[config.mk]
export PLATFORM = sky130hd
export DESIGN_NAME = fpu_cast_arbiter
export DESIGN_NICKNAME = d
export VERILOG_FILES = /design/src/rtl/fpu_cast_arbiter.sv
export SDC_FILE = /design/constraint.sdc
export NUM_CORES = 1
export LEC_CHECK = 0
export ABC_AREA = 1
export CAP_MARGIN = 20
export CORE_MARGIN = 4
export CORE_UTILIZATION = 35
export CTS_BUF_LIST = sky130_fd_sc_hd__clkbuf_8
export CTS_CLUSTER_DIAMETER = 30
export DETAILED_ROUTE_END_ITERATION = 12
export GPL_TIMING_DRIVEN = 0
export SETUP_SLACK_MARGIN = 0.2
export SKIP_CTS_REPAIR_TIMING = 1
export SYNTH_ARGS = -nofsm -noshare
export SYNTH_HDL_FRONTEND = slang
export SYNTH_SLANG_ARGS = --single-unit
[constraint.sdc]
create_clock -name clk -period 6 [get_ports clk]
set_clock_uncertainty 0.15 [all_clocks]
set_input_delay 1.5 -clock clk [delete_from_list [all_inputs] [get_ports clk]]
set_output_delay 1.5 -clock clk [all_outputs]
set_load 0.1 [all_outputs]
[src/rtl/fpu_cast_arbiter.sv]
// Two-requester arbiter/sequencer around a shared int-to-float cast datapath.
// Define FPU_CAST_ROUND_ROBIN_EN for round-robin ties; otherwise requester A has fixed priority.
module fpu_cast_arbiter (
  input  logic        clk,
  input  logic        clr,
  input  logic        a_valid,
  output logic        a_ready,
  input  logic [31:0] a_in,
  input  logic        a_signed,
  input  logic        b_valid,
  output logic        b_ready,
  input  logic [31:0] b_in,
  input  logic        b_signed,
  output logic        out_valid,
  input  logic        out_ready,
  output logic        out_id,
  output logic [31:0] out_data,
  output logic        busy
);

  // Handshake: a transfer happens on a rising edge where valid & ready are both high;
  // readies depend combinationally on valid, and valid must not depend on ready.

  typedef enum logic [1:0] {ST_IDLE, ST_CONVERT, ST_DONE} state_e;

  state_e      state_q, state_d;
  logic [31:0] op_q, op_d;
  logic        sgn_q, sgn_d;
  logic        tag_q, tag_d;
  logic [31:0] res_q, res_d;
  logic        out_valid_q, out_valid_d;
  logic        busy_q, busy_d;
  logic        grant_a, grant_b;
`ifdef FPU_CAST_ROUND_ROBIN_EN
  logic        last_q, last_d;
`endif

  // Round-to-nearest-even conversion; magnitude is normalised so bit 31 is the hidden one.
  function automatic logic [31:0] cast_int_to_float(input logic [31:0] v, input logic sg);
    logic        s;
    logic [31:0] mag;
    logic [31:0] norm;
    logic [4:0]  p;
    logic        inc;
    logic [24:0] mant;
    logic [7:0]  e;
    logic [31:0] r;
    s   = sg & v[31];
    mag = s ? (~v + 32'd1) : v;
    p   = '0;
    for (int i = 0; i < 32; i++) begin
      if (mag[i]) p = 5'(i);
    end
    norm = mag << (5'd31 - p);
    inc  = norm[7] & ((|norm[6:0]) | norm[8]);
    mant = {1'b0, norm[31:8]} + {24'd0, inc};
    e    = 8'd127 + {3'd0, p} + {7'd0, mant[24]};
    r    = {s, e, mant[24] ? 23'd0 : mant[22:0]};
    if (mag == 32'd0) r = '0;
    return r;
  endfunction

  always_comb begin
    grant_b = b_valid & ~a_valid;
`ifdef FPU_CAST_ROUND_ROBIN_EN
    if (a_valid & b_valid) grant_b = ~last_q;
`endif
    grant_a = a_valid & ~grant_b;
  end

  assign a_ready   = clr & (state_q == ST_IDLE) & grant_a;
  assign b_ready   = clr & (state_q == ST_IDLE) & grant_b;
  assign out_valid = out_valid_q;
  assign out_id    = tag_q;
  assign out_data  = res_q;
  assign busy      = busy_q;

  always_comb begin
    state_d = state_q;
    op_d    = op_q;
    sgn_d   = sgn_q;
    tag_d   = tag_q;
    res_d   = res_q;
`ifdef FPU_CAST_ROUND_ROBIN_EN
    last_d  = last_q;
`endif
    case (state_q)
      ST_IDLE: begin
        if (a_ready | b_ready) begin
          op_d    = grant_b ? b_in : a_in;
          sgn_d   = grant_b ? b_signed : a_signed;
          tag_d   = grant_b;
`ifdef FPU_CAST_ROUND_ROBIN_EN
          last_d  = grant_b;
`endif
          state_d = ST_CONVERT;
        end
      end
      ST_CONVERT: begin
        res_d   = cast_int_to_float(op_q, sgn_q);
        state_d = ST_DONE;
      end
      ST_DONE: begin
        if (out_ready) state_d = ST_IDLE;
      end
      default: state_d = ST_IDLE;
    endcase
    out_valid_d = (state_d == ST_DONE);
    busy_d      = (state_d != ST_IDLE);
  end

  always_ff @(posedge clk) begin
    if (!clr) begin
      state_q     <= ST_IDLE;
      op_q        <= '0;
      sgn_q       <= 1'b0;
      tag_q       <= 1'b0;
      res_q       <= '0;
      out_valid_q <= 1'b0;
      busy_q      <= 1'b0;
`ifdef FPU_CAST_ROUND_ROBIN_EN
      last_q      <= 1'b1;
`endif
    end else begin
      state_q     <= state_d;
      op_q        <= op_d;
      sgn_q       <= sgn_d;
      tag_q       <= tag_d;
      res_q       <= res_d;
      out_valid_q <= out_valid_d;
      busy_q      <= busy_d;
`ifdef FPU_CAST_ROUND_ROBIN_EN
      last_q      <= last_d;
`endif
    end
  end

endmodule

### Yosys cells after proc, flatten, opt, wreduce, memory -nomap -nowiden

Cells that the tools add are included.

| storage, ports and cells | value |
|---|---|
| bits in registers | 70 |
| output and inout bits | 37 |
| word-level logic and storage cells | 73 |

| cells by class | value |
|---|---|
| $add $sub $neg | 5 |
| equality and inequality tests | 3 |
| shifts and indexed selects | 1 |
| mux-type cells | 40 |
| bitwise operators | 12 |
| reduce and logical (&&, ||, !) cells | 5 |

Operators by type and width:

| kind | count |
|---|---|
| two-way mux 5 bit | 31 |
| two-way mux 32 bit | 3 |
| adder 32 x 1 -> 32 bit, second input constant | 1 |
| zero test 32 bit | 1 |
| NOT 32 bit | 1 |
| left shift 32 x 5 -> 32 bit | 1 |
| adder 24 x 1 -> 25 bit | 1 |
| two-way mux 23 bit | 1 |
| adder 7 x 5 -> 8 bit, first input constant | 1 |
| adder 8 x 1 -> 8 bit | 1 |
| bitwise AND 1 bit | 7 |
| OR reduction 7 bit | 1 |
| one-hot mux 2 bit (3 select lines) | 1 |
| subtractor 5 bit, first input constant | 1 |
| == test 2 bit, second input constant | 2 |
| two-way mux 2 bit | 2 |
| == test 2 x 1 -> 1 bit, second input constant | 1 |
| zero test 2 bit | 1 |
| two-way mux 1 bit | 2 |
| NOT 1 bit | 2 |
| OR 1 bit | 2 |
| AND reduction 2 bit | 1 |
| nonzero test 2 bit | 1 |

### Longest topological paths before layout

Gate-level depths: netlist of run 1.

| depth | value |
|---|---|
| depth in word-level cells | 43 |
| mapped depth | 57 |
| mapped depth without buffers | 56 |

### Worst setup path after synthesis of run 1

Ideal clock, no wire load.

| timing | value |
|---|---|
| path kind | register to register |
| start point | reg op_q[0] |
| end point | reg res_q[27] (netlist: out_data[27]) |
| library setup time | 0.118 ns |
| data arrival time | 4.837 ns |
| slack | 0.894 ns |
| cell stages (with the launch flop) | 40 |
| cells stage by stage | dfxtp_1 -> inv_2 -> ha_1 -> nand4_1 -> nor2_1 -> nand4_1 -> nand3b_1 -> nor3_2 -> nand3_1 -> nor2_1 -> nand2_1 -> o31ai_4 -> nand2_1 -> xnor2_1 -> inv_1 -> nor2_2 -> nand2_1 -> nand2_2 -> [... 4 more ...] -> nand3_1 -> nand2_1 -> nand2_1 -> nand2_1 -> nor2_2 -> ha_1 -> nand4_2 -> nor2_2 -> nand3_2 -> nor2_4 -> nand3_2 -> ha_1 -> nand2_1 -> nor3_1 -> a21oi_1 -> o21ai_0 -> o211ai_1 -> inv_1 |

| on the way | value |
|---|---|
| cells in the longest elaborated chain, start to end | 43 |
| elaborated cells on any way between the ends | 45 |

RTL lines:

| element | RTL line | text |
|---|---|---|
| start, declared | 27 | `logic [31:0] op_q, op_d;` |
| start signal, assigned | 126 | `op_q <= op_d;` |
| NOT 32 bit | 49 | `mag = s ? (~v + 32'd1) : v;` |
| adder 32 x 1 -> 32 bit | 49 |  |
| two-way mux 32 bit (*) | 49 |  |
| two-way mux 1 bit | 52 | `if (mag[i]) p = 5'(i);` |
| two-way mux 5 bit (30 in a row) | 52 |  |
| two-way mux 5 bit | 87 | `case (state_q)` |
| subtractor 5 bit | 54 | `norm = mag << (5'd31 - p);` |
| left shift 32 x 5 -> 32 bit | 54 |  |
| OR reduction 7 bit | 55 | `inc = norm[7] & ((\|norm[6:0]) \| norm[8]);` |
| OR 1 bit | 55 |  |
| bitwise AND 1 bit | 55 |  |
| adder 24 x 1 -> 25 bit | 56 | `mant = {1'b0, norm[31:8]} + {24'd0, inc};` |
| adder 8 x 1 -> 8 bit | 57 | `e = 8'd127 + {3'd0, p} + {7'd0, mant[24]};` |
| two-way mux 32 bit (*) | 59 | `if (mag == 32'd0) r = '0;` |
| end signal, assigned | 129 | `res_q <= res_d;` |
| end, declared | 30 | `logic [31:0] res_q, res_d;` |

Every way passes the cells marked *; elsewhere a longest branch is shown, timed or not. The select of a mux whose other input is x is not followed.
A chain may end at the register's enable or synchronous reset.

### Final worst setup path of run 1

| timing | value |
|---|---|
| start point | reg op_q[4] |
| end point | reg res_q[27] (netlist: out_data[27]) |

| on the way | value |
|---|---|
| cells in the longest elaborated chain, start to end | 40 |
| elaborated cells on any way between the ends | 42 |

RTL lines:

| element | RTL line |
|---|---|
| NOT 32 bit | 49 |
| adder 32 x 1 -> 32 bit | 49 |
| two-way mux 32 bit (*) | 49 |
| two-way mux 5 bit (28 in a row) | 52 |
| two-way mux 5 bit | 87 |
| subtractor 5 bit | 54 |
| left shift 32 x 5 -> 32 bit | 54 |
| OR reduction 7 bit | 55 |
| OR 1 bit | 55 |
| bitwise AND 1 bit | 55 |
| adder 24 x 1 -> 25 bit | 56 |
| adder 8 x 1 -> 8 bit | 57 |
| two-way mux 32 bit (*) | 59 |

Marks and branches as above.

==> qor.txt, run 1 <==
WL final = 22.6 mm
Die Area = 20,700 um2
Drt wl/cell = 15.1 um
Vias in the first global route = 7,207
Synth Net Count = 1,182
Core area = 18,100 um2
Worst setup margin = 223 ps
Chip height = 144 um
Actual slew at the worst max-slew pin = 968 ps
Synth top area share = 21.7%
Vias per cell = 5.16
Gr usage total = 21.3%
Pwr dens = 415 nW/um2
Setup WS pre-CTS = -395 ps
Initial DRC count = 519
TritonCTS clock tree = yes
Sequential element share of the synthesized area = 21.7%
Synth area leader = dfxtp_1
Period minus WS final = 5780 ps
Total CTS buffers = 9
Number of vias in the routed layout = 7,740
Final Max Tran Viols = 0
Cell count after placement = 1,440
Number of remaining DRC errors = 0
First-pass GRT wire length = 35.7 mm
YS warnings = 0
Slew margin rel. = 35.2%
Post-DP HPWL = 17.6 mm
Pleak = 0.00384 uW
Setup violations, final = 0
Synth Cell Area = 6460 um2
Worst Hold Class = flip-flop to flip-flop
Critical Path Sink Type = flip-flop
Ranking of synthesized cells by area = dfxtp_1, nand2_1, nand3_1, o21ai_0, inv_1
P&R area growth vs syn = 38.4%
Crit-path max FO = 6
Pre-antenna DRT Iters = 8
Flops & latches, synth = 70
Startpoint Class = flip-flop
Arr. time, crit path = 5890 ps
CP Class = flip-flop to flip-flop
Power Total = 3710 uW
M2 GR Usage = 36.0%
Grt met1 use = 27.9%
Clock Tree Buf Depth = 2
Post-Synthesis Cells = 1,106
Post-route ant nets = 0
Clock slew at reported path FFs = 80 ps
Unique masters post-synth = 46
Clk sinks = 70
PortBufs = 105
Crit share post-route = 96.3%
Routability cong. = 0.953
Max incr delay on CP = 360 ps
Leading cell type in the layout, fill and taps excluded = nand2_1
Number of max-cap violations = 0
Initial antenna violation count = 0
Num ports = 108
Row count = 49
Largest net degree at the start of global routing = 13
CP dominant cell by count = nand2_2
Initial core utilization = 35.7%
Final hold vios = 0
Commonest non-fill, non-tap cells in the layout = nand2_1, nand3_1, clkdlybuf4s50_1
RSZ-0062 raised after global routing = true
Gr busiest metal = met2
Final TNS setup = 0 ps
Ratio of cells with drive above 1 in the final layout = 19.3%
CP max stage cell = dfxtp_4
Worst EP required = 6120 ps
Worst vdd ir = 134 uV
Clk_lat worst skew = 390 ps
H-tree depth = 3
Die width = 144 um
Antenna diodes = 0
Post-Layout Cell Count = 1,500
Remaining global-route overflow = 0
Final Net Count = 1,343
Status = finished clean
Mean Syn Cell Area = 5.84 um2
GR Layer Usage met3 = 3.06%
Fmax = 173 MHz
Clk root buf = clkbuf_8
## layout make-up
cell class                 count  area (um2)
clock buffer                   9         124
inverter                      89         349
buffer                        61         428
multi-input combinational    886        4840
sequential                    70        1410
tap                          229         287
timing repair buffer         150        1420
fill                        1910        9140
clock inverter                 6        86.3
## power by group
part	leakage, uW	internal [uW]	switching [uW]
Sequential	0.000576	529	48.9
Combinational	0.00316	912	1780
Clock	0.000105	232	208
Total	0.00384	1670	2040
## worst max-delay path: cells and delay by family (launching register included)
family                   cells  cell delay, ps
buffers and inverters        7             710
adder cells (fa/ha/maj)      2             370
flip-flops                   1             360
XOR/XNOR                     1             120
AND/OR/NAND/NOR             29            3440
AO/OA/AOI/OAI                4             500
## sequential cells by signal, indices dropped and copies added (netlist names)
name	cells
busy	1
op_q	32
out_data	32
out_id	1
out_valid	1
sgn_q	1
state_q	2
## logic make-up after synthesis
kind of cell | share of synthesized area [%]
and+or+nand+nor | 50.2
buffers and inverters | 10.5
AOI/OAI and AO/OA | 13.1
DFF | 21.7
xor gates and xnor gates | 3.50
adders and majority gates | 0.968
## per-stage QoR
stage	hold WS [ps]	area, um2	util (%)
after floorplan	364	6460	-
after global placement	302	7800	43.1
after detailed placement	305	7800	43.1
after CTS	318	8010	44.3
after global routing	340	8950	49.5
final	315	8950	49.5
## cells in the mapped netlist, drive strengths merged
| cell | number |
|---|---|
| nand2 | 353 |
| nand3 | 236 |
| inv | 87 |
| nor2 | 84 |
| dfxtp | 70 |
| o21ai | 63 |
| a21oi | 36 |
| a31oi | 34 |
| buf | 32 |
| clkbuf | 26 |
| xor2 | 20 |
| nand4 | 12 |
| nor3 | 10 |
| or2 | 8 |
| nand3b | 6 |
| ha | 5 |
| o211ai | 5 |
| xnor2 | 5 |
| dlygate4sd1 | 3 |
| o31ai | 3 |
| clkinv | 2 |
| o21bai | 2 |
| a211oi | 1 |
| a21boi | 1 |
| nor4 | 1 |
| o2111ai | 1 |
## routing by layer
metal,share of wire [%],vias up
li1,-,3997
met5,0,-
met2,47,229
met1,45,3478
met4,2.7,0
met3,5.0,36
## path summary, 6_finish.rpt
kind / startpoint / end / slack [ps] / cells after the start
max: op_q[4] / out_data[27] / 220 / 43
min reg2reg: out_data[17] / out_data[17] / 320 / 2
max reg2reg: op_q[4] / out_data[27] / 220 / 43
min: out_data[17] / out_data[17] / 320 / 2
Note: power is estimated with default switching activity, not from simulation.
==> run 2: changes to the inputs <==
--- a/config.mk
+++ b/config.mk
@@ -8,11 +8,12 @@
 export ABC_AREA = 1
 export CAP_MARGIN = 20
 export CORE_MARGIN = 4
-export CORE_UTILIZATION = 35
+export CORE_UTILIZATION = 56
 export CTS_BUF_LIST = sky130_fd_sc_hd__clkbuf_8
 export CTS_CLUSTER_DIAMETER = 30
 export DETAILED_ROUTE_END_ITERATION = 12
 export GPL_TIMING_DRIVEN = 0
+export PLACE_DENSITY = 0.83
 export SETUP_SLACK_MARGIN = 0.2
 export SKIP_CTS_REPAIR_TIMING = 1
 export SYNTH_ARGS = -nofsm -noshare
==> run 2 against run 1 <==
- combinational power is 3% lower
- setup slack worse by 62 ps
- register-to-register slack worse by 60 ps
- die area is 36% lower
- total power is 2.3% lower
- critical path type unchanged
- worst hold slack worse by 1.3 ps
- first-iteration DRC count is 94% higher
- global-route usage is 9.4 points higher
- clock power is 2% lower
- sequential power hardly changed
- via count is 5.6% higher
==> qor.txt, run 2 (same netlist as run 1, synthesis figures left out) <==
Crit-path max FO = 6 (unchanged)
PortBufs = 105 (unchanged)
Worst vdd ir = 343 uV (+160%)
CP dominant cell by count = nand2_1
Num ports = 108 (unchanged)
RSZ-0062 raised after global routing = true
TritonCTS clock tree = yes
Status = finished clean
Final hold vios = 0 (unchanged)
P&R area growth vs syn = 33.7%
Clk sinks = 70 (unchanged)
Setup violations, final = 0 (unchanged)
WL final = 22.0 mm (-2.9%)
CP Class = flip-flop to flip-flop
Post-DP HPWL = 16.5 mm (-6.0%)
Fillers = 877 (-54%)
M1 WL = 8.86 mm (-13%)
CP max stage cell = dfxtp_4
Core area = 11,100 um2 (-39%)
Critical Path Sink Type = flip-flop
Clk_lat worst skew = 370 ps (-20 ps)
Worst Hold Class = flip-flop to flip-flop
Post-route ant nets = 0 (unchanged)
Remaining global-route overflow = 0 (unchanged)
Final Max Tran Viols = 0 (unchanged)
Die Area = 13,300 um2 (-36%)
Number of vias in the routed layout = 8,171 (+5.6%)
Die width = 115 um (-20%)
Startpoint Class = flip-flop
Drt wl/cell = 15.6 um (+3.4%)
Final core occ = 78.0% (+29 points)
Wire length on met3 = 1.94 mm (+72%)
First-pass GRT wire length = 33.1 mm (-7.2%)
Crit share post-route = 97.3% (+1.0 points)
Pwr dens = 419 nW/um2 (+1.1%)
Top Layer Used = met4
Sw power = 2000 uW (-1.8%)
Register share of total power = 16.0% (+0.4 points)
Worst setup margin = 161 ps (-62.3 ps)
Pre-antenna DRT Iters = 6 (-2)
Fmax = 171 MHz (-1.1%)
Max incr delay on CP = 370 ps (about the same)
Leading cell type in the layout, fill and taps excluded = nand2_1
Chip height = 115 um (-20%)
Final Net Count = 1,339 (-0.30%)
H-tree depth = 3 (unchanged)
Initial DRC count = 1,006 (+94%)
Clk root buf = clkbuf_8
Combinational share of power = 72.1% (-0.5 points)
Clock Tree Buf Depth = 2 (unchanged)
Setup WS pre-CTS = -323 ps (+72.2 ps)
Ratio of cells with drive above 1 in the final layout = 17.8% (-1.5 points)
Gr usage total = 30.8% (+9.4 points)
Placed cell area = 7690 um2 (-1.4%)
Pleak = 0.00379 uW (-1.3%)
Clock power frac = 11.9% (about the same)
Arr. time, crit path = 5960 ps (+70 ps)
Initial core utilization = 58.3% (+23 points)
Antenna diodes = 0 (unchanged)
Worst EP required = 6120 ps (about the same)
Largest net degree at the start of global routing = 14 (+1)
Internal power = 1620 uW (-3.0%)
Number of remaining DRC errors = 0 (unchanged)
Slew margin rel. = 34.5% (-0.76 points)
Finished Cell Area = 8640 um2 (-3.4%)
Vias in the first global route = 7,071 (-1.9%)
Met2 wire length = 10.4 mm (-3.2%)
Period minus WS final = 5840 ps (+62.3 ps)
Actual slew at the worst max-slew pin = 980 ps (+11.4 ps)
Final TNS setup = 0 ps (unchanged)
Number of max-cap violations = 0 (unchanged)
Routability cong. = 1.01 (+5.5%)
Commonest non-fill, non-tap cells in the layout = nand2_1, nand3_1, clkdlybuf4s50_1
Row count = 38 (-22%)
Total CTS buffers = 9 (unchanged)
Vias per cell = 5.80 (+12%)
Switching portion of total power = 55.2% (+0.30 points)
Initial antenna violation count = 0 (unchanged)
Clock slew at reported path FFs = 80 ps (about the same)
run 2: worst paths after layout:
| kind | depth (start not counted) | from | slack (ps) | endpoint |
|---|---|---|---|---|
| hold reg to reg | 2 | out_data[9] | 310 | out_data[9] |
| hold / removal | 2 | out_data[9] | 310 | out_data[9] |
| setup / recovery | 46 | op_q[4] | 160 | out_data[27] |
| setup reg to reg | 46 | op_q[4] | 160 | out_data[27] |
run 2: per-stage QoR:
stage / std cells / power, uW / hold WS, ps
floorplan: 1106 / 2280 / 364
global placement: 1351 / 2800 / 301
detailed placement: 1351 / 2820 / 304
CTS: 1367 / 3250 / 317
global route: 1408 / 3850 / 330
finish: 1408 / 3620 / 314
run 2: area by class of cell:
type | instances | area (um2) | area share, %
multi-input combinational | 887 | 4720 | 54.6
sequential | 70 | 1410 | 16.3
timing repair buffer | 145 | 1380 | 16.0
buffer | 61 | 387 | 4.47
inverter | 89 | 345 | 3.99
tap | 140 | 175 | 2.03
clock buffer | 9 | 124 | 1.43
clock inverter | 7 | 97.6 | 1.13
run 2: critical path: cells and delay by family, from the launching register on:
family / cells / cell delay (ps)
AOI/OAI and AO/OA: 3 / 370
DFF: 1 / 370
buffers and inverters: 5 / 400
adders and majority gates: 2 / 370
and+or+nand+nor: 36 / 4070
run 2: power by group through the flow:
stage               registers [uW]  clock network (uW)  logic, uW
floorplan                      858                   0       1420
global placement               582                   0       2220
detailed placement             584                   0       2230
CTS                            574                 433       2250
global route                   585                 451       2810
finish                         579                 430       2610
run 2: layer usage:
metal | up-vias | GRT usage (%)
li1 | 3984 | -
met3 | 72 | 6.58
met2 | 453 | 51.2
met4 | 0 | 11.8
met5 | - | 0
met1 | 3662 | 39.1
==> run 3: changes to the inputs <==
--- a/config.mk
+++ b/config.mk
@@ -7,13 +7,15 @@
 export LEC_CHECK = 0
 export ABC_AREA = 1
 export CAP_MARGIN = 20
+export CELL_PAD_IN_SITES_DETAIL_PLACEMENT = 0
+export CELL_PAD_IN_SITES_GLOBAL_PLACEMENT = 2
 export CORE_MARGIN = 4
-export CORE_UTILIZATION = 56
+export CORE_UTILIZATION = 29
 export CTS_BUF_LIST = sky130_fd_sc_hd__clkbuf_8
 export CTS_CLUSTER_DIAMETER = 30
 export DETAILED_ROUTE_END_ITERATION = 12
 export GPL_TIMING_DRIVEN = 0
-export PLACE_DENSITY = 0.83
+export PLACE_DENSITY_LB_ADDON = 0.1
 export SETUP_SLACK_MARGIN = 0.2
 export SKIP_CTS_REPAIR_TIMING = 1
 export SYNTH_ARGS = -nofsm -noshare
==> run 3 against run 2 <==
- sequential share of layout area is 0.46 points lower
- core utilization is 37 points lower
- total power is 2.2% higher
- wire length is 13% higher
- critical path depth is 9 lower
- sequential power hardly changed
- die area is 86% higher
- non-clock buffer count is 2 higher
- final area is 3.3% higher
- via count is 6.3% lower
- largest cell class unchanged
- largest power group unchanged
- first-iteration DRC count is 61% lower
- combinational power is 2% higher
==> qor.txt, run 3 (same netlist as run 1, synthesis figures left out) <==
Status = finished clean
Chip height = 157 um (+36%)
WP depth = 37 (-20%)
Clock power frac = 12.3% (+0.4 points)
Hold path depth = 2 (unchanged)
Cell count after placement = 1,491 (+10%)
Met2 wire length = 11.9 mm (+14%)
Routability cong. = 0.882 (-12%)
PortBufs = 105 (unchanged)
Remaining global-route overflow = 0 (unchanged)
Die width = 157 um (+36%)
Pre-antenna DRT Iters = 6 (unchanged)
Num ports = 108 (unchanged)
WL final = 24.8 mm (+13%)
Max incr delay on CP = 370 ps (about the same)
Arr. time, crit path = 5760 ps (-200 ps)
Core area = 21,900 um2 (+98%)
CP dominant cell by count = nand2_2
Number of remaining DRC errors = 0 (unchanged)
Post-route ant nets = 0 (unchanged)
Combinational share of power = 72.0% (about the same)
Crit-path max FO = 5 (-1)
Clock Tree Buf Depth = 2 (unchanged)
M1 WL = 11.3 mm (+28%)
TritonCTS clock tree = yes
Switching portion of total power = 55.6% (+0.41 points)
Vias per cell = 4.94 (-15%)
Setup violations, final = 0 (unchanged)
Leading cell type in the layout, fill and taps excluded = nand2_1
Hold_ws = 315 ps (+0.585 ps)
CP Class = flip-flop to flip-flop
Clock slew at reported path FFs = 90 ps (about the same)
Commonest non-fill, non-tap cells in the layout = nand2_1, nand3_1, clkdlybuf4s50_1
RSZ-0062 raised after global routing = true
Fmax = 177 MHz (+3.3%)
Sw power = 2060 uW (+3.0%)
Initial core utilization = 29.5% (-29 points)
Actual slew at the worst max-slew pin = 982 ps (+1.97 ps)
Vias in the first global route = 7,451 (+5.4%)
Largest net degree at the start of global routing = 14 (unchanged)
Pleak = 0.00387 uW (+2.1%)
Number of vias in the routed layout = 7,657 (-6.3%)
Initial DRC count = 395 (-61%)
Gr usage total = 20.2% (-11 points)
Final hold vios = 0 (unchanged)
Post-DP HPWL = 20.2 mm (+22%)
Clk root buf = clkbuf_8
Slew margin rel. = 34.3% (-0.13 points)
Clk_lat worst skew = 380 ps (about the same)
Initial antenna violation count = 0 (unchanged)
Wire length on met3 = 1.09 mm (-44%)
Worst EP required = 6110 ps (about the same)
Top Layer Used = met4
Total CTS buffers = 9 (unchanged)
CP delay by family, top = simple AND/OR/NAND/NOR gates
Antenna diodes = 0 (unchanged)
Final Max Tran Viols = 0 (unchanged)
Clk sinks = 70 (unchanged)
Pwr dens = 415 nW/um2 (-1.0%)
Row count = 54 (+42%)
Fillers = 2,495 (+180%)
Number of max-cap violations = 0 (unchanged)
Startpoint Class = flip-flop
Drt wl/cell = 16.0 um (+2.6%)
Crit share post-route = 94.2% (-3.1 points)
Internal power = 1640 uW (+1.3%)
Die Area = 24,700 um2 (+86%)
Worst Hold Class = flip-flop to flip-flop
P&R area growth vs syn = 38.1%
Ratio of cells with drive above 1 in the final layout = 18.7% (+0.85 points)
Worst vdd ir = 123 uV (-64%)
Worst Path Buf+Inv = 5 (unchanged)
Post-Layout Cell Count = 1,549 (+10%)
Critical Path Sink Type = flip-flop
Register share of total power = 15.6% (-0.4 points)
Period minus WS final = 5650 ps (-189 ps)
CP max stage cell = dfxtp_4
First-pass GRT wire length = 39.6 mm (+20%)
H-tree depth = 3 (unchanged)
Worst Reg-to-Reg Cells = 37 (-20%)
Final Net Count = 1,340 (+0.075%)
run 3: layout make-up:
cell class | count | area (um2) | area share [%]
buffer | 61 | 417 | 4.67
multi-input combinational | 886 | 4770 | 53.4
sequential | 70 | 1420 | 15.8
clock inverter | 7 | 97.6 | 1.09
tap | 280 | 350 | 3.92
clock buffer | 9 | 124 | 1.39
timing repair buffer | 147 | 1410 | 15.8
inverter | 89 | 352 | 3.94
run 3: worst min-delay path, stage by stage, from the launching register on:
cell and delay, ps:
dfxtp_1 320, nand2_1 60, a21oi_1 50
run 3: final timing paths:
kind,from,endpoint,slack [ps]
setup / recovery,op_q[1],out_data[27],350
hold / removal,out_id,out_id,310
setup reg to reg,op_q[1],out_data[27],350
hold reg to reg,out_id,out_id,310
run 3: per-layer routing:
layer	vias to the layer above	global-route usage (%)
li1	3992	-
met1	3450	26.8
met2	184	34.2
met3	31	3.08
met4	0	5.45
met5	-	0
run 3: power groups by stage:
| stage | clock [uW] | combinational, uW | sequential (uW) |
|---|---|---|---|
| after global routing | 487 | 2930 | 590 |
| after CTS | 475 | 2350 | 576 |
| final | 456 | 2670 | 579 |
| after floorplan | 0 | 1420 | 858 |
| after detailed placement | 0 | 2340 | 586 |
| after global placement | 0 | 2360 | 586 |
run 3: through the flow:
step                      total power (uW)  worst slack (ps)  utilization, %  instance area, um2  setup TNS (ps)
after floorplan                       2280               894               -                6460               0
after global placement                2950              -519            35.9                7870           -3680
after detailed placement              2930              -510            35.9                7870           -3480
after CTS                             3400              -547            36.9                8090           -3910
after global routing                  4000             -59.6            40.8                8930            -134
final                                 3700               350            40.8                8930               0
